File: src/rtl/ysyx_22041211_pc_seq_pkg.sv
// Shared types and constants for the fetch-side PC sequencer.
// YSYX_22041211_MISALIGN_TRAP_EN adds the TRAP state.
package ysyx_22041211_pkg;

`ifdef YSYX_22041211_MISALIGN_TRAP_EN
    typedef enum logic [2:0] {
        IDLE  = 3'd0,
        REQ   = 3'd1,
        WAIT  = 3'd2,
        ISSUE = 3'd3,
        TRAP  = 3'd4
    } state_e;
`else
    typedef enum logic [2:0] {
        IDLE  = 3'd0,
        REQ   = 3'd1,
        WAIT  = 3'd2,
        ISSUE = 3'd3
    } state_e;
`endif

    localparam logic [1:0] PC_SEQ  = 2'b00;
    localparam logic [1:0] PC_BR   = 2'b01;
    localparam logic [1:0] PC_JALR = 2'b10;

    localparam logic [31:0] DEFAULT_RESET_PC = 32'h8000_0000;

endpackage

File: src/rtl/ysyx_22041211_pc_seq_if.sv
// Instruction-memory port: request handshake plus unconditional response strobe.
interface ysyx_22041211_pc_seq_if #(
    parameter int ADDR_W = 32
);
    logic              ifu_req_valid;
    logic              ifu_req_ready;
    logic [ADDR_W-1:0] ifu_req_addr;
    logic              ifu_rsp_valid;
    logic [31:0]       ifu_rsp_inst;

    modport master (
        output ifu_req_valid,
        output ifu_req_addr,
        input  ifu_req_ready,
        input  ifu_rsp_valid,
        input  ifu_rsp_inst
    );

    modport slave (
        input  ifu_req_valid,
        input  ifu_req_addr,
        output ifu_req_ready,
        output ifu_rsp_valid,
        output ifu_rsp_inst
    );
endinterface

File: src/rtl/ysyx_22041211_pc_seq_next_pc.sv
// Combinational next-PC select: sequential, pc-relative, or register-relative (jalr).
module ysyx_22041211_next_pc
    import ysyx_22041211_pkg::*;
#(
    parameter int ADDR_W = 32
) (
    input  logic [ADDR_W-1:0] pc,
    input  logic [1:0]        pc_src,
    input  logic [ADDR_W-1:0] imm,
    input  logic [ADDR_W-1:0] rs1_val,
    output logic [ADDR_W-1:0] next_pc
);
    logic [ADDR_W-1:0] seq_tgt;
    logic [ADDR_W-1:0] br_tgt;
    logic [ADDR_W-1:0] jalr_sum;

    assign seq_tgt  = pc + ADDR_W'(4);
    assign br_tgt   = pc + imm;
    assign jalr_sum = rs1_val + imm;

    // Reserved code 11 falls through to sequential.
    always_comb begin
        next_pc = seq_tgt;
        case (pc_src)
            PC_BR:   next_pc = br_tgt;
            PC_JALR: next_pc = {jalr_sum[ADDR_W-1:1], 1'b0};
            default: next_pc = seq_tgt;
        endcase
    end
endmodule

File: src/rtl/ysyx_22041211_pc_seq.sv
// Fetch-side PC sequencer: one outstanding fetch, instruction held for decode until consumed.
// YSYX_22041211_MISALIGN_TRAP_EN: trap on targets with bit 1 set instead of forcing alignment.
module ysyx_22041211_pc_seq
    import ysyx_22041211_pkg::*;
#(
    parameter int              ADDR_W   = 32,
    parameter logic [ADDR_W-1:0] RESET_PC = ADDR_W'(DEFAULT_RESET_PC)
) (
    input  logic                    clk,
    input  logic                    rst,
    input  logic [1:0]              pc_src,
    input  logic [ADDR_W-1:0]       imm,
    input  logic [ADDR_W-1:0]       rs1_val,
    ysyx_22041211_pc_seq_if.master  ifu,
    output logic                    inst_valid,
    input  logic                    inst_ready,
    output logic [31:0]             inst,
    output logic [ADDR_W-1:0]       pc,
    output logic [63:0]             instret
`ifdef YSYX_22041211_MISALIGN_TRAP_EN
    ,
    output logic                    misalign_err
`endif
);
    state_e            state;
    state_e            state_nxt;
    logic              inst_load;
    logic              retire;
    logic [ADDR_W-1:0] npc_raw;
    logic [ADDR_W-1:0] npc;

    ysyx_22041211_next_pc #(
        .ADDR_W (ADDR_W)
    ) u_next_pc (
        .pc      (pc),
        .pc_src  (pc_src),
        .imm     (imm),
        .rs1_val (rs1_val),
        .next_pc (npc_raw)
    );

`ifdef YSYX_22041211_MISALIGN_TRAP_EN
    assign npc          = npc_raw;
    assign misalign_err = (state == TRAP);
`else
    assign npc = {npc_raw[ADDR_W-1:2], 2'b00};
`endif

    always_comb begin
        state_nxt = state;
        inst_load = 1'b0;
        retire    = 1'b0;
        case (state)
            IDLE: state_nxt = REQ;
            REQ: begin
                // A response in the same cycle as the handshake belongs to nothing.
                if (ifu.ifu_req_ready) state_nxt = WAIT;
            end
            WAIT: begin
                if (ifu.ifu_rsp_valid) begin
                    inst_load = 1'b1;
                    state_nxt = ISSUE;
                end
            end
            ISSUE: begin
                if (inst_ready) begin
`ifdef YSYX_22041211_MISALIGN_TRAP_EN
                    if (npc_raw[1]) begin
                        state_nxt = TRAP;
                    end else begin
                        retire    = 1'b1;
                        state_nxt = REQ;
                    end
`else
                    retire    = 1'b1;
                    state_nxt = REQ;
`endif
                end
            end
`ifdef YSYX_22041211_MISALIGN_TRAP_EN
            TRAP: state_nxt = TRAP;
`endif
            default: state_nxt = IDLE;
        endcase
    end

    always_ff @(posedge clk or posedge rst) begin
        if (rst) begin
            state   <= IDLE;
            pc      <= RESET_PC;
            inst    <= 32'd0;
            instret <= 64'd0;
        end else begin
            state <= state_nxt;
            if (inst_load) inst <= ifu.ifu_rsp_inst;
            if (retire) begin
                pc      <= npc;
                instret <= instret + 64'd1;
            end
        end
    end

    assign ifu.ifu_req_valid = (state == REQ);
    assign ifu.ifu_req_addr  = pc;
    assign inst_valid        = (state == ISSUE);
endmodule

File: src/flat_wrapper.sv
// flat-port wrapper written by rule: the top's interface ports become plain ports
module ysyx_22041211_pc_seq_flat import ysyx_22041211_pkg::*;
#(
    parameter int              ADDR_W   = 32,
    parameter logic [ADDR_W-1:0] RESET_PC = ADDR_W'(DEFAULT_RESET_PC)
)
  (clk, rst, pc_src, imm, rs1_val, inst_valid, inst_ready, inst, pc, instret, ifu_ifu_req_valid, ifu_ifu_req_addr, ifu_ifu_req_ready, ifu_ifu_rsp_valid, ifu_ifu_rsp_inst);
  ysyx_22041211_pc_seq_if #(.ADDR_W(ADDR_W)) ifu_i ();
  input  logic clk;
  input  logic rst;
  input  logic [1:0] pc_src;
  input  logic [ADDR_W-1:0] imm;
  input  logic [ADDR_W-1:0] rs1_val;
  output logic inst_valid;
  input  logic inst_ready;
  output logic [31:0] inst;
  output logic [ADDR_W-1:0] pc;
  output logic [63:0] instret;
  output wire logic [$bits(ifu_i.ifu_req_valid)-1:0] ifu_ifu_req_valid;
  output wire logic [$bits(ifu_i.ifu_req_addr)-1:0] ifu_ifu_req_addr;
  input wire logic [$bits(ifu_i.ifu_req_ready)-1:0] ifu_ifu_req_ready;
  input wire logic [$bits(ifu_i.ifu_rsp_valid)-1:0] ifu_ifu_rsp_valid;
  input wire logic [$bits(ifu_i.ifu_rsp_inst)-1:0] ifu_ifu_rsp_inst;
  assign ifu_ifu_req_valid = ifu_i.ifu_req_valid;
  assign ifu_ifu_req_addr = ifu_i.ifu_req_addr;
  assign ifu_i.ifu_req_ready = ifu_ifu_req_ready;
  assign ifu_i.ifu_rsp_valid = ifu_ifu_rsp_valid;
  assign ifu_i.ifu_rsp_inst = ifu_ifu_rsp_inst;
  ysyx_22041211_pc_seq #(.ADDR_W(ADDR_W), .RESET_PC(RESET_PC)) u_core (.clk(clk), .rst(rst), .pc_src(pc_src), .imm(imm), .rs1_val(rs1_val), .ifu(ifu_i), .inst_valid(inst_valid), .inst_ready(inst_ready), .inst(inst), .pc(pc), .instret(instret));
endmodule
File: config.mk
export PLATFORM = sky130hd
export DESIGN_NAME = ysyx_22041211_pc_seq_flat
export DESIGN_NICKNAME = d
export VERILOG_FILES = /design/src/rtl/ysyx_22041211_pc_seq_pkg.sv /design/src/rtl/ysyx_22041211_pc_seq_if.sv /design/src/rtl/ysyx_22041211_pc_seq_next_pc.sv /design/src/rtl/ysyx_22041211_pc_seq.sv /design/src/flat_wrapper.sv
export SDC_FILE = /design/constraint.sdc
export NUM_CORES = 1
export LEC_CHECK = 0
export ABC_AREA = 1
export ABC_CLOCK_PERIOD_IN_PS = 4400
export BUFFER_PORTS_ARGS = -buffer_cell sky130_fd_sc_hd__buf_2
export CAP_MARGIN = 20
export CORE_MARGIN = 5
export CORE_UTILIZATION = 35
export CTS_CLUSTER_DIAMETER = 100
export CTS_CLUSTER_SIZE = 24
export DETAILED_ROUTE_END_ITERATION = 12
export MAX_ROUTING_LAYER = met4
export PLACE_DENSITY = 0.53
export SYNTH_ARGS = -nofsm -noshare
export SYNTH_HDL_FRONTEND = slang
export SYNTH_SLANG_ARGS = --single-unit
File: constraint.sdc
create_clock -name clk -period 4.4 [get_ports clk]
set_input_delay 0.66 -clock clk [delete_from_list [all_inputs] [get_ports clk]]
set_output_delay 0.66 -clock clk [all_outputs]
set_load 0.05 [all_outputs]
==> results.md <==
| Parameter | Reported |
|---|---|
| Status | complete, no violations |
| Die H | 190 µm |
| Diode count | 0 |
| Area Overhead vs Synth | 18.7% |
| Switching power | 0.00387 W |
| Leading post-synthesis cells by cell area | dfrtp_1, nand2_1, inv_1, ha_1, nand3_1 |
| Gate power share | 55.8% |
| Sum Neg Setup Slack | 0 ns |
| Required time at the endpoint of the critical path | 4.71 ns |
| Number of flops mapped to enable cells by yosys | 0 |
| Leakage component of the power | 8.03 nW |
| Syn_area_per_cell | 6.46 µm² |
| Routed vias | 11400 |
| DRC errors left | 0 |
| Critical Path End Type | flip-flop |
| Max H-tree Level | 4 |
| Core occupancy in the finished layout | 42.4% |
| Cts-stage hold buffer count | 0 |
| Worst setup path class | reg2reg |
| Wire length of the first global-routing pass | 58600 µm |
| Placeable core region | 31700 µm² |
| Cts bufs inserted | 17 |
| Clock transition time at the flip-flop clock pins of the worst setup and hold paths | 0.06 ns |
| Ports placed on the boundary | 265 |
| Overall die area | 36000 µm² |
| Actual transition at the worst max-transition pin | 1.00 ns |
| Reported max-cap violation count | 0 |
| PostCTS Resize Cnt | 0 |
| Post-Synthesis Cell Area | 11300 µm² |
| Clock skew after layout | 0.0104 ns |
| Global-route usage over all layers | 21.1% |
| Register area share after synthesis | 28.3% |
| Maximum number of pins on one net before global-route repair | 102 |
| Net Sw Frac | 52.9% |
| Minimum clock period after layout | 2.89 ns |
| Proportion of layout cells with a drive suffix above 1 | 18.7% |
| Library cell with the largest summed area after synthesis | dfrtp_1 |
| Register bit count reported by yosys | 128 |
| Via count of the first global-routing pass | 11000 |
| Initial standard-cell utilization of the core | 35.7% |
| Part of the total power dissipated in the clock network | 19.4% |
| Async set or reset register ratio after synthesis | 100% |
| Max Buffers Root-to-Sink | 2 |
| Top achievable clock speed | 0.346 GHz |
| Routed wire length | 37400 µm |
| Routability-driven placement congestion ratio | 0.934 |
| Top FF cell, synth | dfrtp_1 |
| Worst hold slack after final layout | 0.424 ns |
| Maximum single-stage delay on the critical path | 0.80 ns |
| Final-report max-slew violation count | 0 |
| Launching element type of the critical path | flip-flop |
| Setup repair after global routing missed its margin | false |
| Arrival time of the worst setup path | 3.20 ns |
| Finish-stage setup viols | 0 |
| Hold Crit Class | in2async |
| Filler cell count | 3461 |
| Number of antenna violations at the first check in global routing | 0 |
| Part of the power in registers | 24.8% |
| Number of clock sinks | 128 |
| CTS tree | built |
| Post-CTS setup buffers | 0 |
| Final hold violation count | 0 |
| Post-route clock period utilization | 65.7% |
| Port Buf Inserts | 260 |
| Routed Antenna Nets | 0 |
| GRT Residual Overflow | 0 |
| Initial detailed-routing violation count | 539 |
| Root buffer cell | clkbuf_16 |
| Worst skew pair latency | 0.42 ns |
| Highest net fanout along the worst path | 54 |
| Std cell rows | 65 |
| Yosys top cell area share | 28.1% |
| Worst path slowest cell | inv_2 |
| Library cells used by synthesis | 44 |
| Detailed placement HPWL | 31300 µm |
| Int Pwr | 0.00345 W |
| Peak supply drop | 0.331 mV |
| Pre-Repair DR Iteration Count | 5 |
| Routed WL per cell | 15.6 µm |
| Power per standard cell area | 545 nW/µm² |
| Ys Warns | 0 |
| Number of nets in the layout | 2159 |
| Synthesized netlist cell count | 1753 |
| Via count normalized by instance count | 4.72 |
| Crit path cell chain | ha_1 > nand2_4 > inv_2 > nand2_2 > nor2_4 > nand2_2 > nor2_4 > nand2_1 > xor2_1 > inv_1 |
| Worst relative slew slack | 33.2% |
| Die Wd | 190 µm |
| Cell depth of the worst flop-to-flop path | 10 |
-- cells in the final DEF (no fill, tap or decap), types with 4 or more instances in the layout --
| master | Yosys | final |
|---|---|---|
| nor2_1 | 142 | 141 |
| a21boi_0 | 8 | 8 |
| dfrtp_1 | 127 | 127 |
| xor2_1 | 42 | 42 |
| buf_2 | 0 | 260 |
| and3_1 | 4 | 4 |
| nor3_2 | 4 | 4 |
| nor2_2 | 7 | 8 |
| buf_4 | 34 | 5 |
| nand4_1 | 20 | 20 |
| nor3_1 | 35 | 35 |
| clkinv_2 | 0 | 4 |
| or2_2 | 13 | 13 |
| mux2_2 | 32 | 32 |
| inv_1 | 320 | 319 |
| a21o_1 | 5 | 5 |
| ha_1 | 66 | 66 |
| nand3_1 | 109 | 109 |
| conb_1 | 1 | 4 |
| a31oi_1 | 9 | 9 |
| nor2_4 | 7 | 7 |
| nand2_1 | 616 | 616 |
| nand2_2 | 5 | 5 |
| nand3b_1 | 11 | 11 |
| nor4_1 | 6 | 6 |
| a21oi_1 | 46 | 46 |
| o21ai_0 | 21 | 21 |
| nand3_2 | 4 | 4 |
| clkbuf_16 | 0 | 17 |
| xnor2_1 | 23 | 23 |
| clkbuf_1 | 12 | 4 |
| clkinvlp_4 | 0 | 4 |
-- per-stage QoR --
stage               area [µm²]  setup WS (ns)  cells  power, W
detailed placement       12900           1.12   2372   0.00595
global route             13400           1.27   2404   0.00779
finish                   13400           1.51   2404   0.00732
global placement         12900           1.18   2372   0.00592
floorplan                11300          0.329   1756   0.00506
CTS                      13400           1.47   2404   0.00740
-- layout make-up --
class	instances	area [µm²]	share of cell area, %
Tap cell	402	503	3.74
Timing Repair Buffer	265	1340	9.96
Clock buffer	21	440	3.28
Sequential cell	128	3200	23.8
Inverter	321	1210	9.00
Multi-Input combinational cell	1256	6610	49.1
Clock inverter	11	140	1.04
-- worst paths after layout --
check	startpoint	end	slack, ns
worst max register to register	u_core.state[0]	u_core.instret[47]	1.51
worst min register to register	u_core.instret[63]	u_core.instret[63]	0.46
worst min-delay path	rst	u_core.inst[28]	0.42
min in group clk	u_core.instret[63]	u_core.instret[63]	0.46
max in group asynchronous	rst	u_core.ifu.ifu_req_addr[3]	2.99
worst max-delay path	u_core.state[0]	u_core.instret[47]	1.51
-- synth_stat cells (3+ instances only) --
cell and instances:
a21boi_0 8, a21o_1 5, a21oi_1 46, a31oi_1 9, and3_1 4, buf_1 5, buf_4 34, clkbuf_1 12
dfrtp_1 127, ha_1 66, inv_1 320, mux2_2 32, nand2_1 616, nand2_2 5, nand3_1 109, nand3_2 4
nand3b_1 11, nand4_1 20, nor2_1 142, nor2_2 7, nor2_4 7, nor3_1 35, nor3_2 4, nor3b_1 3
nor4_1 6, o21ai_0 21, o21bai_1 3, or2_2 13, xnor2_1 23, xor2_1 42
-- worst max-delay path: cells and delay by family, from the launching register on --
family	cells	cell delay (ns)
fa+ha+maj	1	0.25
flops	1	0.41
simple gates	6	1.11
xor+xnor	1	0.14
buf+inv	2	0.85
-- state kept, by name (all words and copies together) (netlist names) --
register / flops
u_core.state: 2
u_core.inst: 32
u_core.ifu.ifu_req_addr: 30
u_core.instret: 64
-- cells by family after synthesis --
logic type                 Yosys count  share of synthesized area [%]
AOI/OAI and AO/OA                   95                           4.71
xor gates and xnor gates            65                           5.03
adders and majority gates           67                           7.47
buffers and inverters              372                           13.5
DFF                                128                           28.3
muxes                               32                           3.18
other                                1                         0.0331
and+or+nand+nor                    993                           37.8
-- layer usage --
layer  track usage [%]  vias to the layer above  part of all wire (%)
met5                 -                        -                     0
met2              34.3                      321                    47
met1              27.9                     5129                    46
met3              2.40                       50                   4.7
li1                  -                     5858                     -
met4              6.04                        0                   2.3
-- power by group through the flow --
stage               Sequential, W  Combinational, W  Clock, W
finish                    0.00182           0.00408   0.00142
detailed placement        0.00184           0.00410         0
CTS                       0.00182           0.00411   0.00146
floorplan                 0.00283           0.00223         0
global route              0.00187           0.00442   0.00150
global placement          0.00183           0.00409         0
(Power assumes the default switching activity.)
